`src/rtl/riscv_inst_encoder_pkg.sv`:
```
// rtl/riscv_inst_encoder_pkg.sv - shared core types for RISC-V instruction encoding
//
// Contents: InstFormat and OpCode enums, one packed struct per format
// (R/I/S/B/U/J), the Instruction union that overlays them, the NOP constant,
// and the output FIFO occupancy state and entry types.
package riscv_inst_encoder_pkg;

  typedef enum logic [2:0] {
    FMT_R = 3'd0,
    FMT_I = 3'd1,
    FMT_S = 3'd2,
    FMT_B = 3'd3,
    FMT_U = 3'd4,
    FMT_J = 3'd5
  } inst_format_e;

  typedef enum logic [6:0] {
    OPC_LOAD   = 7'b0000011,
    OPC_IMM    = 7'b0010011,
    OPC_AUIPC  = 7'b0010111,
    OPC_STORE  = 7'b0100011,
    OPC_OP     = 7'b0110011,
    OPC_LUI    = 7'b0110111,
    OPC_BRANCH = 7'b1100011,
    OPC_JALR   = 7'b1100111,
    OPC_JAL    = 7'b1101111
  } opcode_e;

  typedef struct packed {
    logic [6:0] funct7;
    logic [4:0] rs2;
    logic [4:0] rs1;
    logic [2:0] funct3;
    logic [4:0] rd;
    logic [6:0] opcode;
  } r_instruction_t;

  typedef struct packed {
    logic [11:0] imm11_0;
    logic [4:0]  rs1;
    logic [2:0]  funct3;
    logic [4:0]  rd;
    logic [6:0]  opcode;
  } i_instruction_t;

  typedef struct packed {
    logic [6:0] imm11_5;
    logic [4:0] rs2;
    logic [4:0] rs1;
    logic [2:0] funct3;
    logic [4:0] imm4_0;
    logic [6:0] opcode;
  } s_instruction_t;

  typedef struct packed {
    logic       imm12;
    logic [5:0] imm10_5;
    logic [4:0] rs2;
    logic [4:0] rs1;
    logic [2:0] funct3;
    logic [3:0] imm4_1;
    logic       imm11;
    logic [6:0] opcode;
  } b_instruction_t;

  typedef struct packed {
    logic [19:0] imm31_12;
    logic [4:0]  rd;
    logic [6:0]  opcode;
  } u_instruction_t;

  typedef struct packed {
    logic       imm20;
    logic [9:0] imm10_1;
    logic       imm11;
    logic [7:0] imm19_12;
    logic [4:0] rd;
    logic [6:0] opcode;
  } j_instruction_t;

  typedef union packed {
    logic [31:0]    raw;
    r_instruction_t r;
    i_instruction_t i;
    s_instruction_t s;
    b_instruction_t b;
    u_instruction_t u;
    j_instruction_t j;
  } instruction_u;

  // addi x0, x0, 0
  localparam logic [31:0] NOP_INSTR = 32'h0000_0013;

  // Occupancy of the 2-entry output FIFO doubles as the control state.
  typedef enum logic [1:0] {
    OCC_EMPTY = 2'd0,
    OCC_ONE   = 2'd1,
    OCC_FULL  = 2'd2
  } occ_state_e;

  typedef struct packed {
    logic [31:0] instr;
    logic        err;
  } fifo_entry_t;

endpackage

```
`src/rtl/riscv_imm_packer.sv`:
```
// rtl/riscv_imm_packer.sv - combinational bit-field packer for R/I/S/B/U/J formats
//
// Ports: req_fmt/req_opcode/req_funct3/req_funct7/req_rd/req_rs1/req_rs2/req_imm
// in (instruction fields, imm in byte units, U imm pre-shifted by 12);
// instr/err out (encoded word, error flag).
// Macro RISCV_ENC_RANGE_CHECK_EN: flag immediates that do not fit their field;
// the truncated encoding is produced either way.
module riscv_imm_packer
  import riscv_inst_encoder_pkg::*;
(
  input  logic [2:0]  req_fmt,
  input  logic [6:0]  req_opcode,
  input  logic [2:0]  req_funct3,
  input  logic [6:0]  req_funct7,
  input  logic [4:0]  req_rd,
  input  logic [4:0]  req_rs1,
  input  logic [4:0]  req_rs2,
  input  logic [31:0] req_imm,
  output logic [31:0] instr,
  output logic        err
);

  instruction_u word;
  logic         range_err;

`ifdef RISCV_ENC_RANGE_CHECK_EN
  // Value fits in a signed field of width w when all bits from w-1 upward
  // are copies of the sign bit.
  function automatic logic fits_signed(input logic [31:0] v, input int unsigned w);
    logic [31:0] s;
    s = $signed(v) >>> (w - 1);
    return (s == 32'h0) || (s == 32'hFFFF_FFFF);
  endfunction

  always_comb begin
    range_err = 1'b0;
    case (req_fmt)
      FMT_I, FMT_S: range_err = !fits_signed(req_imm, 12);
      FMT_B:        range_err = !fits_signed(req_imm, 13) || req_imm[0];
      FMT_J:        range_err = !fits_signed(req_imm, 21) || req_imm[0];
      FMT_U:        range_err = (req_imm[11:0] != 12'h000);
      default:      range_err = 1'b0;
    endcase
  end
`else
  assign range_err = 1'b0;
`endif

  always_comb begin
    word.raw = NOP_INSTR;
    err      = 1'b0;
    case (req_fmt)
      FMT_R: word.r = '{funct7: req_funct7, rs2: req_rs2, rs1: req_rs1,
                        funct3: req_funct3, rd: req_rd, opcode: req_opcode};
      FMT_I: word.i = '{imm11_0: req_imm[11:0], rs1: req_rs1,
                        funct3: req_funct3, rd: req_rd, opcode: req_opcode};
      FMT_S: word.s = '{imm11_5: req_imm[11:5], rs2: req_rs2, rs1: req_rs1,
                        funct3: req_funct3, imm4_0: req_imm[4:0], opcode: req_opcode};
      FMT_B: word.b = '{imm12: req_imm[12], imm10_5: req_imm[10:5], rs2: req_rs2,
                        rs1: req_rs1, funct3: req_funct3, imm4_1: req_imm[4:1],
                        imm11: req_imm[11], opcode: req_opcode};
      FMT_U: word.u = '{imm31_12: req_imm[31:12], rd: req_rd, opcode: req_opcode};
      FMT_J: word.j = '{imm20: req_imm[20], imm10_1: req_imm[10:1], imm11: req_imm[11],
                        imm19_12: req_imm[19:12], rd: req_rd, opcode: req_opcode};
      default: begin
        word.raw = NOP_INSTR;
        err      = 1'b1;
      end
    endcase
    if (range_err) err = 1'b1;
  end

  assign instr = word.raw;

endmodule

```
`src/rtl/riscv_inst_encoder.sv`:
```
// rtl/riscv_inst_encoder.sv - RISC-V instruction encoder with 2-entry output FIFO
//
// Ports: clk, rst_n (async, active-low);
// request side req_valid/req_ready plus req_fmt, req_opcode, req_funct3,
// req_funct7, req_rd, req_rs1, req_rs2, req_imm;
// output side out_valid/out_ready, out_instr, out_err;
// enc_count = words taken by the consumer (wraps at 16 bits).
// Macro RISCV_ENC_RANGE_CHECK_EN: enables immediate range checking in the packer.
module riscv_inst_encoder
  import riscv_inst_encoder_pkg::*;
(
  input  logic        clk,
  input  logic        rst_n,
  input  logic        req_valid,
  output logic        req_ready,
  input  logic [2:0]  req_fmt,
  input  logic [6:0]  req_opcode,
  input  logic [2:0]  req_funct3,
  input  logic [6:0]  req_funct7,
  input  logic [4:0]  req_rd,
  input  logic [4:0]  req_rs1,
  input  logic [4:0]  req_rs2,
  input  logic [31:0] req_imm,
  output logic        out_valid,
  input  logic        out_ready,
  output logic [31:0] out_instr,
  output logic        out_err,
  output logic [15:0] enc_count
);

  occ_state_e  state_q, state_d;
  fifo_entry_t mem_q [2];
  logic        wr_ptr_q, rd_ptr_q;
  logic        push, pop;
  logic [31:0] enc_instr;
  logic        enc_err;
  logic [15:0] enc_count_q;

  riscv_imm_packer u_packer (
    .req_fmt    (req_fmt),
    .req_opcode (req_opcode),
    .req_funct3 (req_funct3),
    .req_funct7 (req_funct7),
    .req_rd     (req_rd),
    .req_rs1    (req_rs1),
    .req_rs2    (req_rs2),
    .req_imm    (req_imm),
    .instr      (enc_instr),
    .err        (enc_err)
  );

  // Ready depends only on registered occupancy (never on out_ready); rst_n
  // gates it so nothing is accepted while reset is held.
  assign req_ready = rst_n && (state_q != OCC_FULL);
  assign out_valid = (state_q != OCC_EMPTY);
  assign push      = req_valid && req_ready;
  assign pop       = out_valid && out_ready;

  // The head entry is never the write target while non-empty, so the output
  // stays stable under backpressure.
  assign out_instr = mem_q[rd_ptr_q].instr;
  assign out_err   = mem_q[rd_ptr_q].err;
  assign enc_count = enc_count_q;

  always_comb begin
    state_d = state_q;
    case ({push, pop})
      2'b10: begin
        case (state_q)
          OCC_EMPTY: state_d = OCC_ONE;
          OCC_ONE:   state_d = OCC_FULL;
          default:   state_d = OCC_FULL;
        endcase
      end
      2'b01: begin
        case (state_q)
          OCC_FULL: state_d = OCC_ONE;
          OCC_ONE:  state_d = OCC_EMPTY;
          default:  state_d = OCC_EMPTY;
        endcase
      end
      default: state_d = state_q;
    endcase
  end

  always_ff @(posedge clk or negedge rst_n) begin
    if (!rst_n) begin
      state_q     <= OCC_EMPTY;
      wr_ptr_q    <= 1'b0;
      rd_ptr_q    <= 1'b0;
      mem_q[0]    <= '0;
      mem_q[1]    <= '0;
      enc_count_q <= 16'h0000;
    end else begin
      state_q <= state_d;
      if (push) begin
        mem_q[wr_ptr_q] <= '{instr: enc_instr, err: enc_err};
        wr_ptr_q        <= ~wr_ptr_q;
      end
      if (pop) begin
        rd_ptr_q    <= ~rd_ptr_q;
        enc_count_q <= enc_count_q + 16'd1;
      end
    end
  end

endmodule

```
`config.mk`:
```
export PLATFORM = sky130hd
export DESIGN_NAME = riscv_inst_encoder
export DESIGN_NICKNAME = d
export VERILOG_FILES = /design/src/rtl/riscv_inst_encoder_pkg.sv /design/src/rtl/riscv_imm_packer.sv /design/src/rtl/riscv_inst_encoder.sv
export SDC_FILE = /design/constraint.sdc
export NUM_CORES = 1
export LEC_CHECK = 0
export ABC_AREA = 1
export CAP_MARGIN = 20
export CELL_PAD_IN_SITES_DETAIL_PLACEMENT = 1
export CELL_PAD_IN_SITES_GLOBAL_PLACEMENT = 1
export CORE_UTILIZATION = 35
export DETAILED_ROUTE_END_ITERATION = 12
export PLACE_DENSITY_LB_ADDON = 0.1
export SLEW_MARGIN = 10
export SYNTH_ARGS = -nofsm -noshare
export SYNTH_HDL_FRONTEND = slang
export SYNTH_SLANG_ARGS = --single-unit
```
`constraint.sdc`:
```
create_clock -name clk -period 3.5 [get_ports clk]
set_input_delay 1.05 -clock clk [delete_from_list [all_inputs] [get_ports clk]]
set_output_delay 1.05 -clock clk [all_outputs]
set_load 0.02 [all_outputs]
```
==> results.sh, run 1 <==
export IMPL_clock_path_buffers=2
export IMPL_critPathCaptureType="output port"
export IMPL_postCtsSetupBuffers=0
export IMPL_post_dp_hpwl_um=9817
export IMPL_maxCapViolCount=0
export IMPL_rsz0062_at_grt="no"
export IMPL_cp_depth=4
export IMPL_design_area_mm2=0.006231
export IMPL_max_freq_mhz=315.7
export IMPL_grt_pass1_vias=4585
export IMPL_clk_pin_slew_worst_paths_ps=60
export IMPL_synth_top_area_cell="dfrtp_1"
export IMPL_rows=41
export IMPL_yosysSeqAreaShare=0.4682
export IMPL_synthTopCellsByArea="dfrtp_1 47%, nand2_1 25%, o21ai_0 4.2%"
export IMPL_cts_buffers=9
export IMPL_fin_setup_tns_ps=0
export IMPL_period_minus_slack_ps=3168
export IMPL_synth_top_area_share=0.4682
export IMPL_crit_slowest_cell="clkdlybuf4s50_1"
export IMPL_cp_required_ps=2450
export IMPL_critical_path_buf_inv_count=2
export IMPL_dieWidth_um=116.6
export IMPL_synthAdderAreaFrac=0.005444
export IMPL_synth_compound_area_frac=0.08138
export IMPL_peakVddDrop_uv=363.3
export IMPL_fin_crit_sh=0.9051
export IMPL_ys_types=32
export IMPL_synth_nets=704
export IMPL_setup_ws_ps=332.3
export IMPL_p_sw_mw=1.883
export IMPL_ios=122
export IMPL_route_detailed_drc=0
export IMPL_setup_violations=0
export IMPL_crit_family="buffers and inverters"
export IMPL_cts_sinks=86
export IMPL_synth_edff_count=0
export IMPL_overflow=0
export IMPL_ys_seq_elements=86
export IMPL_hold_path_class="reg -> reg"
export IMPL_drt_first_pass_iters=4
export IMPL_final_max_slew_viol_count=0
export IMPL_nets=818
export IMPL_cts_max_level=3
export IMPL_ys_warnings_count=0
export IMPL_async_reset_ff_frac=1.000
export IMPL_start_util=0.3613
export IMPL_muxShareOfSynthArea=0
export IMPL_clkLatencyLatePin_ps=340
export IMPL_worstSetupPathType="reg -> out"
export IMPL_routedWlPerCell_um=14.73
export IMPL_p_clk_frac=0.200
export IMPL_switching_share=0.3971
export IMPL_placed_cell_area_mm2=0.005941
export IMPL_port_buffers=121
export IMPL_fin_skew_ps=3.965
export IMPL_cts_tree="yes"
export IMPL_dp_cells=906
export IMPL_status="completed"
export IMPL_critical_path_arrival_ps=2120
export IMPL_cts_root_buffer="clkbuf_16"
export IMPL_internal_power_mw=2.858
export IMPL_rr_worst_depth=7
export IMPL_syn_avg_cell_area_um2=7.285
export IMPL_max_stage_delay_ps=660
export IMPL_layout_commonest_cell="nand2_1"
export IMPL_total_power_mw=4.740
export IMPL_fp_dieH_um=116.6
export IMPL_syn_area_mm2=0.004597
export IMPL_worst_pin_slew_ps=656.3
export IMPL_routed_wl_um=13590
export IMPL_hold_viol_final=0
export IMPL_slew_headroom=0.5618
export IMPL_antenna_found_initial=0
export IMPL_final_cells=922
export IMPL_diodes=0
export IMPL_synth_cells=631
export IMPL_drt_iter0_markers=176
export IMPL_gp_congestion=0.7695
export IMPL_holdPathStages=2
export IMPL_startpoint_type="flop"
export IMPL_grt_max_degree=50
export IMPL_path_cells="buf_4 -> nand2_1 -> o21ai_0 -> clkdlybuf4s50_1"
export IMPL_comb_power_share=0.452
export IMPL_synth_top_family_by_area="simple AND/OR/NAND/NOR gates"
export IMPL_grt_pass1_wl_um=22200
export IMPL_critical_path_peak_fanout=25
export IMPL_power_density_mw_per_mm2=760.8
export IMPL_core_area_mm2=0.01272
export IMPL_synthFlopType="dfrtp_1"
export IMPL_via_per_inst=4.760
export IMPL_vias=4389
export IMPL_dp_slack_ps=418.0
export IMPL_seqPwrFrac=0.348
export IMPL_syn_to_final_growth_pct=35.55
export IMPL_grtUsageTotal=0.2155
export IMPL_die_area_mm2=0.01360
export IMPL_post_cts_resized=0
export IMPL_cts_hold_buffers=0
export IMPL_synth_simple_gate_area_share=0.3503
export IMPL_synth_xor_area_share=0.01715
export IMPL_post_route_cells_drive_above_1_share=0.07733
export IMPL_final_cell_mix="311 x nand2_1, 120 x clkdlybuf4s50_1, 85 x dfrtp_1"
export IMPL_ant_nets=0
export IMPL_p_leak_nw=3.004
==> final timing paths <==
kind / slack [ps] / to / from
worst max-delay path: 330 / out_instr[11] / rd_ptr_q
worst min-delay path: 470 / mem_q[5] / mem_q[5]
worst max register to register: 1880 / enc_count[10] / state_q[1]
worst min register to register: 470 / mem_q[5] / mem_q[5]
max in group asynchronous: 1620 / rd_ptr_q / rst_n
min in group asynchronous: 860 / mem_q[53] / rst_n
==> per-layer routing <==
| metal | share of wire | global-route usage | wire length (µm) |
|---|---|---|---|
| met1 | 0.45 | 0.2650 | 6065 |
| met2 | 0.50 | 0.3775 | 6763 |
| met3 | 0.041 | 0.04203 | 558 |
| met4 | 0.015 | 0.07342 | 198 |
| met5 | 0 | 0 | 0 |
==> final cells by class <==
type / instances / area, µm²
Sequential cell: 86 / 2153
Timing Repair Buffer: 130 / 1289
Multi-Input combinational cell: 466 / 2088
Clock inverter: 6 / 61.31
Clock buffer: 10 / 229.0
Inverter: 52 / 195.2
Fill cell: 1640 / 6491
Tap cell: 172 / 215.2
==> synth_stat cells, types with 2 or more instances <==
| library cell | number |
|---|---|
| o21ai_1 | 14 |
| o21ai_2 | 8 |
| clkbuf_1 | 4 |
| buf_6 | 5 |
| xor2_1 | 6 |
| o21ai_0 | 39 |
| nand2_2 | 8 |
| nand3b_1 | 4 |
| nand2_1 | 311 |
| ha_1 | 2 |
| xnor2_1 | 3 |
| buf_2 | 15 |
| inv_2 | 3 |
| nand3_1 | 26 |
| nor2_1 | 26 |
| or2_2 | 3 |
| inv_1 | 48 |
| nor2_4 | 4 |
| buf_1 | 2 |
| nand4_1 | 2 |
| dfrtp_1 | 86 |
| nor3_2 | 2 |
==> worst reg2reg max path: stages, from the launching register on <==
cell     delay, ps
dfrtp_1        420
nor2_1         120
nor2_4         320
nand2_1        230
nor3_4         210
nand2_1         90
nand2_1         70
nand2_1         60
==> stage by stage <==
stage / hold slack, ps / util
final: 473.1 / 0.4898
after global placement: 453.8 / 0.4670
after global routing: 505.0 / 0.4898
after floorplan: 442.2 / -
after detailed placement: 459.2 / 0.4670
after CTS: 474.9 / 0.4898
==> power groups by stage <==
| stage | clock network (mW) | registers, mW | logic (mW) |
|---|---|---|---|
| after global routing | 1.01 | 1.70 | 2.38 |
| final | 0.946 | 1.65 | 2.14 |
| after global placement | 0 | 1.64 | 2.10 |
| after detailed placement | 0 | 1.67 | 2.16 |
| after floorplan | 0 | 1.63 | 1.22 |
| after CTS | 0.974 | 1.65 | 2.18 |
==> registers in the layout, summed over array words and instances, names as in the netlist <==
name       cells
enc_count     16
mem_q         66
rd_ptr_q       1
state_q        2
wr_ptr_q       1
==> cell families (layout without fill, tap and decap cells) <==
family,Yosys count,after routing
compound gates,65,65
xor+xnor,9,9
fa+ha+maj,2,2
buf+inv,79,198
flops,86,86
simple gates,390,390
Note: power is estimated with default switching activity, not from simulation.
==> run 2, diff against run 1 <==
Settings changed: CORE_UTILIZATION 35 to 31.
Clock period 3.5 ns to 2.85 ns, I/O delays scaled along.
==> run 2 against run 1 <==
Against the previous run: sequential cell count stayed put; final cell count grew 1.3%; register-to-register slack got worse by 730 ps; design area increased by 0.38%; die area rose by 13%; non-clock buffer count grew 2; sequential power increased by 21%; critical path type unchanged; largest cell class unchanged; largest power group unchanged.
==> results.sh, run 2 (synthesis gave the netlist of run 1 again) <==
export IMPL_dp_cells=920
export IMPL_core_area_mm2=0.01448
export IMPL_clock_path_buffers=2
export IMPL_final_max_slew_viol_count=0
export IMPL_top_register="mem_q"
export IMPL_ios=122
export IMPL_peakVddDrop_uv=371.6
export IMPL_dp_slack_ps=158.9
export IMPL_slew_headroom=0.5472
export IMPL_worstSetupPathType="reg -> out"
export IMPL_largest_reg_flops=66
export IMPL_cts_hold_buffers=0
export IMPL_cts_buffers=9
export IMPL_fill_cells=1823
export IMPL_rsz0062_at_grt="no"
export IMPL_fin_setup_tns_ps=0
export IMPL_cp_required_ps=2000
export IMPL_fin_crit_sh=0.9779
export IMPL_diodes=0
export IMPL_fp_dieH_um=123.8
export IMPL_drt_first_pass_iters=4
export IMPL_grtUsageTotal=0.1906
export IMPL_max_freq_mhz=358.8
export IMPL_total_power_mw=5.775
export IMPL_cts_root_buffer="clkbuf_16"
export IMPL_clkLatencyLatePin_ps=350
export IMPL_routedWlPerCell_um=14.57
export IMPL_status="completed"
export IMPL_nets=820
export IMPL_drt_iter0_markers=158
export IMPL_overflow=0
export IMPL_hold_path_class="reg -> reg"
export IMPL_worst_pin_slew_ps=679.2
export IMPL_port_buffers=121
export IMPL_gp_congestion=0.7716
export IMPL_vias=4347
export IMPL_period_minus_slack_ps=2787
export IMPL_ant_nets=0
export IMPL_cts_max_level=3
export IMPL_hold_viol_final=0
export IMPL_via_per_inst=4.654
export IMPL_critPathCaptureType="output port"
export IMPL_post_route_cells_drive_above_1_share=0.07867
export IMPL_dieWidth_um=123.8
export IMPL_fin_skew_ps=7.234
export IMPL_startpoint_type="flop"
export IMPL_start_util=0.3175
export IMPL_critical_path_arrival_ps=1930
export IMPL_cts_tree="yes"
export IMPL_clk_pin_slew_worst_paths_ps=60
export IMPL_power_density_mw_per_mm2=923.3
export IMPL_cts_sinks=86
export IMPL_placed_cell_area_mm2=0.005983
export IMPL_grt_pass1_vias=4552
export IMPL_critical_path_peak_fanout=58
export IMPL_layout_commonest_cell="nand2_1"
export IMPL_design_area_mm2=0.006255
export IMPL_rows=44
export IMPL_die_area_mm2=0.01532
export IMPL_multi_input_area_mm2=0.002088
export IMPL_routed_wl_um=13610
export IMPL_final_cell_mix="311 x nand2_1, 119 x clkdlybuf4s50_1, 85 x dfrtp_1"
export IMPL_route_detailed_drc=0
export IMPL_seqCellArea_mm2=0.002153
export IMPL_final_cells=934
export IMPL_syn_to_final_growth_pct=36.06
export IMPL_setup_violations=0
export IMPL_p_leak_nw=3.027
export IMPL_setup_ws_ps=63.04
export IMPL_antenna_found_initial=0
export IMPL_grt_max_degree=59
export IMPL_grt_pass1_wl_um=22190
export IMPL_post_dp_hpwl_um=9775
export IMPL_maxCapViolCount=0
## run 2: where the power goes
group / internal (mW) / total [mW] / switching [mW]
combinational: 1.14 / 2.69 / 1.55
clock: 0.626 / 1.09 / 0.468
sequential: 1.71 / 1.99 / 0.279
total: 3.48 / 5.77 / 2.30
## run 2: path summary, 6_finish.rpt
check	slack, ps	depth (start not counted)	endpoint	from
setup / recovery	60	3	out_instr[11]	rd_ptr_q
hold / removal	470	2	mem_q[12]	mem_q[12]
setup reg to reg	1150	7	mem_q[33]	state_q[1]
hold reg to reg	470	2	mem_q[12]	mem_q[12]
max in group asynchronous	1160	3	rd_ptr_q	rst_n
min in group asynchronous	610	2	mem_q[34]	rst_n
## run 2: layer usage
layer / share of wire / vias up / GRT usage
li1: - / 2168 / -
met1: 0.46 / 2069 / 0.2414
met2: 0.48 / 96 / 0.3267
met3: 0.037 / 14 / 0.02518
met4: 0.018 / 0 / 0.07605
met5: 0 / - / 0
## run 2: timing repair
item                                    CTS  global route
gates resized for setup                   1             3
endpoints found under the setup margin   10            10
buffers inserted                          0             0
cloned                                    0             0
## run 2: worst max-delay path, stage by stage (launching register included)
cell and delay [ps]:
dfrtp_2 410, buf_12 200, o21ai_0 300, clkdlybuf4s50_1 660
## run 2: layout make-up
cell class              instances  share of cell area
repair buffers                132              0.2108
multi-input cells             466              0.3339
well taps                     184             0.03681
clock buffers                  12             0.04101
inverters                      52             0.03161
flip-flops and latches         86              0.3443
clock inverters                 2            0.001600
## run 2: through the flow
step	hold slack (ps)	utilization
6_report	469.5	0.4320
5_1_grt	489.9	0.4320
4_1_cts	473.3	0.4317
3_5_place_dp	458.3	0.4132
3_3_place_gp	453.6	0.4132
2_1_floorplan	442.2	-
==> run 3, diff against run 2 <==
Settings changed: CORE_MARGIN from default to 2.
==> run 3 against run 2 <==
Against the previous run: sequential power barely moved; critical path depth did not move; maximum frequency fell by 1.3%; first-iteration DRC count rose by 7.6%.
==> results.sh, run 3 (synthesis gave the netlist of run 1 again) <==
export IMPL_rows=44
export IMPL_max_stage_delay_ps=650
export IMPL_period_minus_slack_ps=2824
export IMPL_via_per_inst=4.609
export IMPL_grtUsageTotal=0.1787
export IMPL_p_leak_nw=3.079
export IMPL_hold_path_class="reg -> reg"
export IMPL_fin_util=0.4315
export IMPL_switching_share=0.3987
export IMPL_post_route_cells_drive_above_1_share=0.07937
export IMPL_maxCapViolCount=0
export IMPL_nets=824
export IMPL_drt_first_pass_iters=4
export IMPL_grt_pass1_vias=4714
export IMPL_core_area_mm2=0.01453
export IMPL_p_clk_frac=0.188
export IMPL_vias=4332
export IMPL_top_register="mem_q"
export IMPL_critical_path_peak_fanout=22
export IMPL_rsz0062_at_grt="yes"
export IMPL_port_buffers=121
export IMPL_worst_pin_slew_ps=689.1
export IMPL_seqPwrFrac=0.350
export IMPL_setup_violations=0
export IMPL_cts_sinks=86
export IMPL_final_max_slew_viol_count=0
export IMPL_status="completed"
export IMPL_final_cell_mix="311 x nand2_1, 114 x clkdlybuf4s50_1, 85 x dfrtp_1"
export IMPL_clock_path_buffers=2
export IMPL_crit_slowest_cell="clkdlybuf4s50_1"
export IMPL_ant_nets=0
export IMPL_comb_power_share=0.462
export IMPL_power_density_mw_per_mm2=915.1
export IMPL_critPathCaptureType="output port"
export IMPL_path_cells="buf_4 -> o21ai_0 -> clkdlybuf4s50_1"
export IMPL_cts_buffers=9
export IMPL_fp_dieH_um=125.8
export IMPL_critical_path_buf_inv_count=2
export IMPL_max_freq_mhz=354.2
export IMPL_routed_wl_um=13550
export IMPL_design_area_mm2=0.006271
export IMPL_grt_max_degree=52
export IMPL_hold_viol_final=0
export IMPL_dp_slack_ps=158.3
export IMPL_dieWidth_um=125.8
export IMPL_cts_tree="yes"
export IMPL_syn_to_final_growth_pct=36.42
export IMPL_peakVddDrop_uv=408.7
export IMPL_clkLatencyLatePin_ps=340
export IMPL_cts_max_level=3
export IMPL_worstSetupPathType="reg -> out"
export IMPL_dp_cells=924
export IMPL_gp_congestion=0.7670
export IMPL_placed_cell_area_mm2=0.006001
export IMPL_hold_slack_ps=474.1
export IMPL_cp_required_ps=2000
export IMPL_die_area_mm2=0.01582
export IMPL_routedWlPerCell_um=14.41
export IMPL_internal_power_mw=3.451
export IMPL_fin_crit_sh=0.9907
export IMPL_crit_family="buffers and inverters"
export IMPL_clk_pin_slew_worst_paths_ps=60
export IMPL_start_util=0.3163
export IMPL_post_dp_hpwl_um=10100
export IMPL_largest_reg_flops=66
export IMPL_overflow=0
export IMPL_ios=122
export IMPL_cts_hold_buffers=0
export IMPL_route_detailed_drc=0
export IMPL_antenna_found_initial=0
export IMPL_cts_root_buffer="clkbuf_16"
export IMPL_drt_iter0_markers=170
export IMPL_fin_skew_ps=5.918
export IMPL_critical_path_arrival_ps=1970
export IMPL_diodes=0
export IMPL_layout_commonest_cell="nand2_1"
export IMPL_p_sw_mw=2.288
export IMPL_startpoint_type="flop"
export IMPL_slew_headroom=0.5399
export IMPL_final_cells=940
export IMPL_grt_pass1_wl_um=23160
export IMPL_setup_ws_ps=26.47
run 3: changes by cell type in the layout (fill, tap and decap cells not counted), moves of 2 or more:
cell             delta
buf_4               +5
clkdlybuf4s50_1     -5
clkbuf_1            +4
dlymetal6s2s_1      +3
dlygate4sd2_1       +2
run 3: layout make-up:
class                           instances  area, µm²
Fill cell                            1821       8263
Sequential cell                        86       2153
Multi-Input combinational cell        466       2088
Timing Repair Buffer                  136       1341
Clock buffer                           15      257.7
Tap cell                              184      230.2
Inverter                               52      195.2
Clock inverter                          1      5.005
run 3: what timing repair did:
item,CTS,global route
endpoints found under the setup margin,2,22
setup buffers,0,0
cloned,0,0
pin swaps,0,0
gates resized for setup,2,4
run 3: metal layers:
metal,GRT usage,up-vias,share of wire
met2,0.2995,85,0.47
met1,0.2422,2055,0.48
met5,0,-,0
li1,-,2183,-
met3,0.02804,9,0.034
met4,0.04783,0,0.0097
run 3: final timing paths:
| kind | from | endpoint | slack, ps | cells past startpoint |
|---|---|---|---|---|
| max | rd_ptr_q | out_instr[6] | 30 | 3 |
| min reg2reg | mem_q[6] | mem_q[6] | 470 | 2 |
| min in group asynchronous | rst_n | enc_count[9] | 630 | 2 |
| min | mem_q[6] | mem_q[6] | 470 | 2 |
| max reg2reg | state_q[1] | mem_q[33] | 1170 | 6 |
| max in group asynchronous | rst_n | rd_ptr_q | 1140 | 3 |
run 3: worst reg2reg max path, delay by kind of cell, from the launching register on:
family / cells / cell delay, ps
buffers and inverters: 1 / 310
flip-flops: 1 / 420
AO/OA/AOI/OAI: 2 / 280
AND/OR/NAND/NOR: 3 / 550
run 3: power groups by stage:
| stage | clock network (mW) | registers [mW] | logic [mW] |
|---|---|---|---|
| after floorplan | 0 | 2.00 | 1.50 |
| after detailed placement | 0 | 2.03 | 2.71 |
| final | 1.08 | 2.01 | 2.65 |
| after global routing | 1.15 | 2.08 | 2.95 |
| after global placement | 0 | 2.01 | 2.65 |
| after CTS | 1.11 | 2.01 | 2.71 |
run 3: through the flow:
stage,total power [mW],setup TNS [ps]
after detailed placement,4.746,0
after floorplan,3.502,0
final,5.739,0
after global placement,4.655,0
after global routing,6.185,-997.7
after CTS,5.836,0
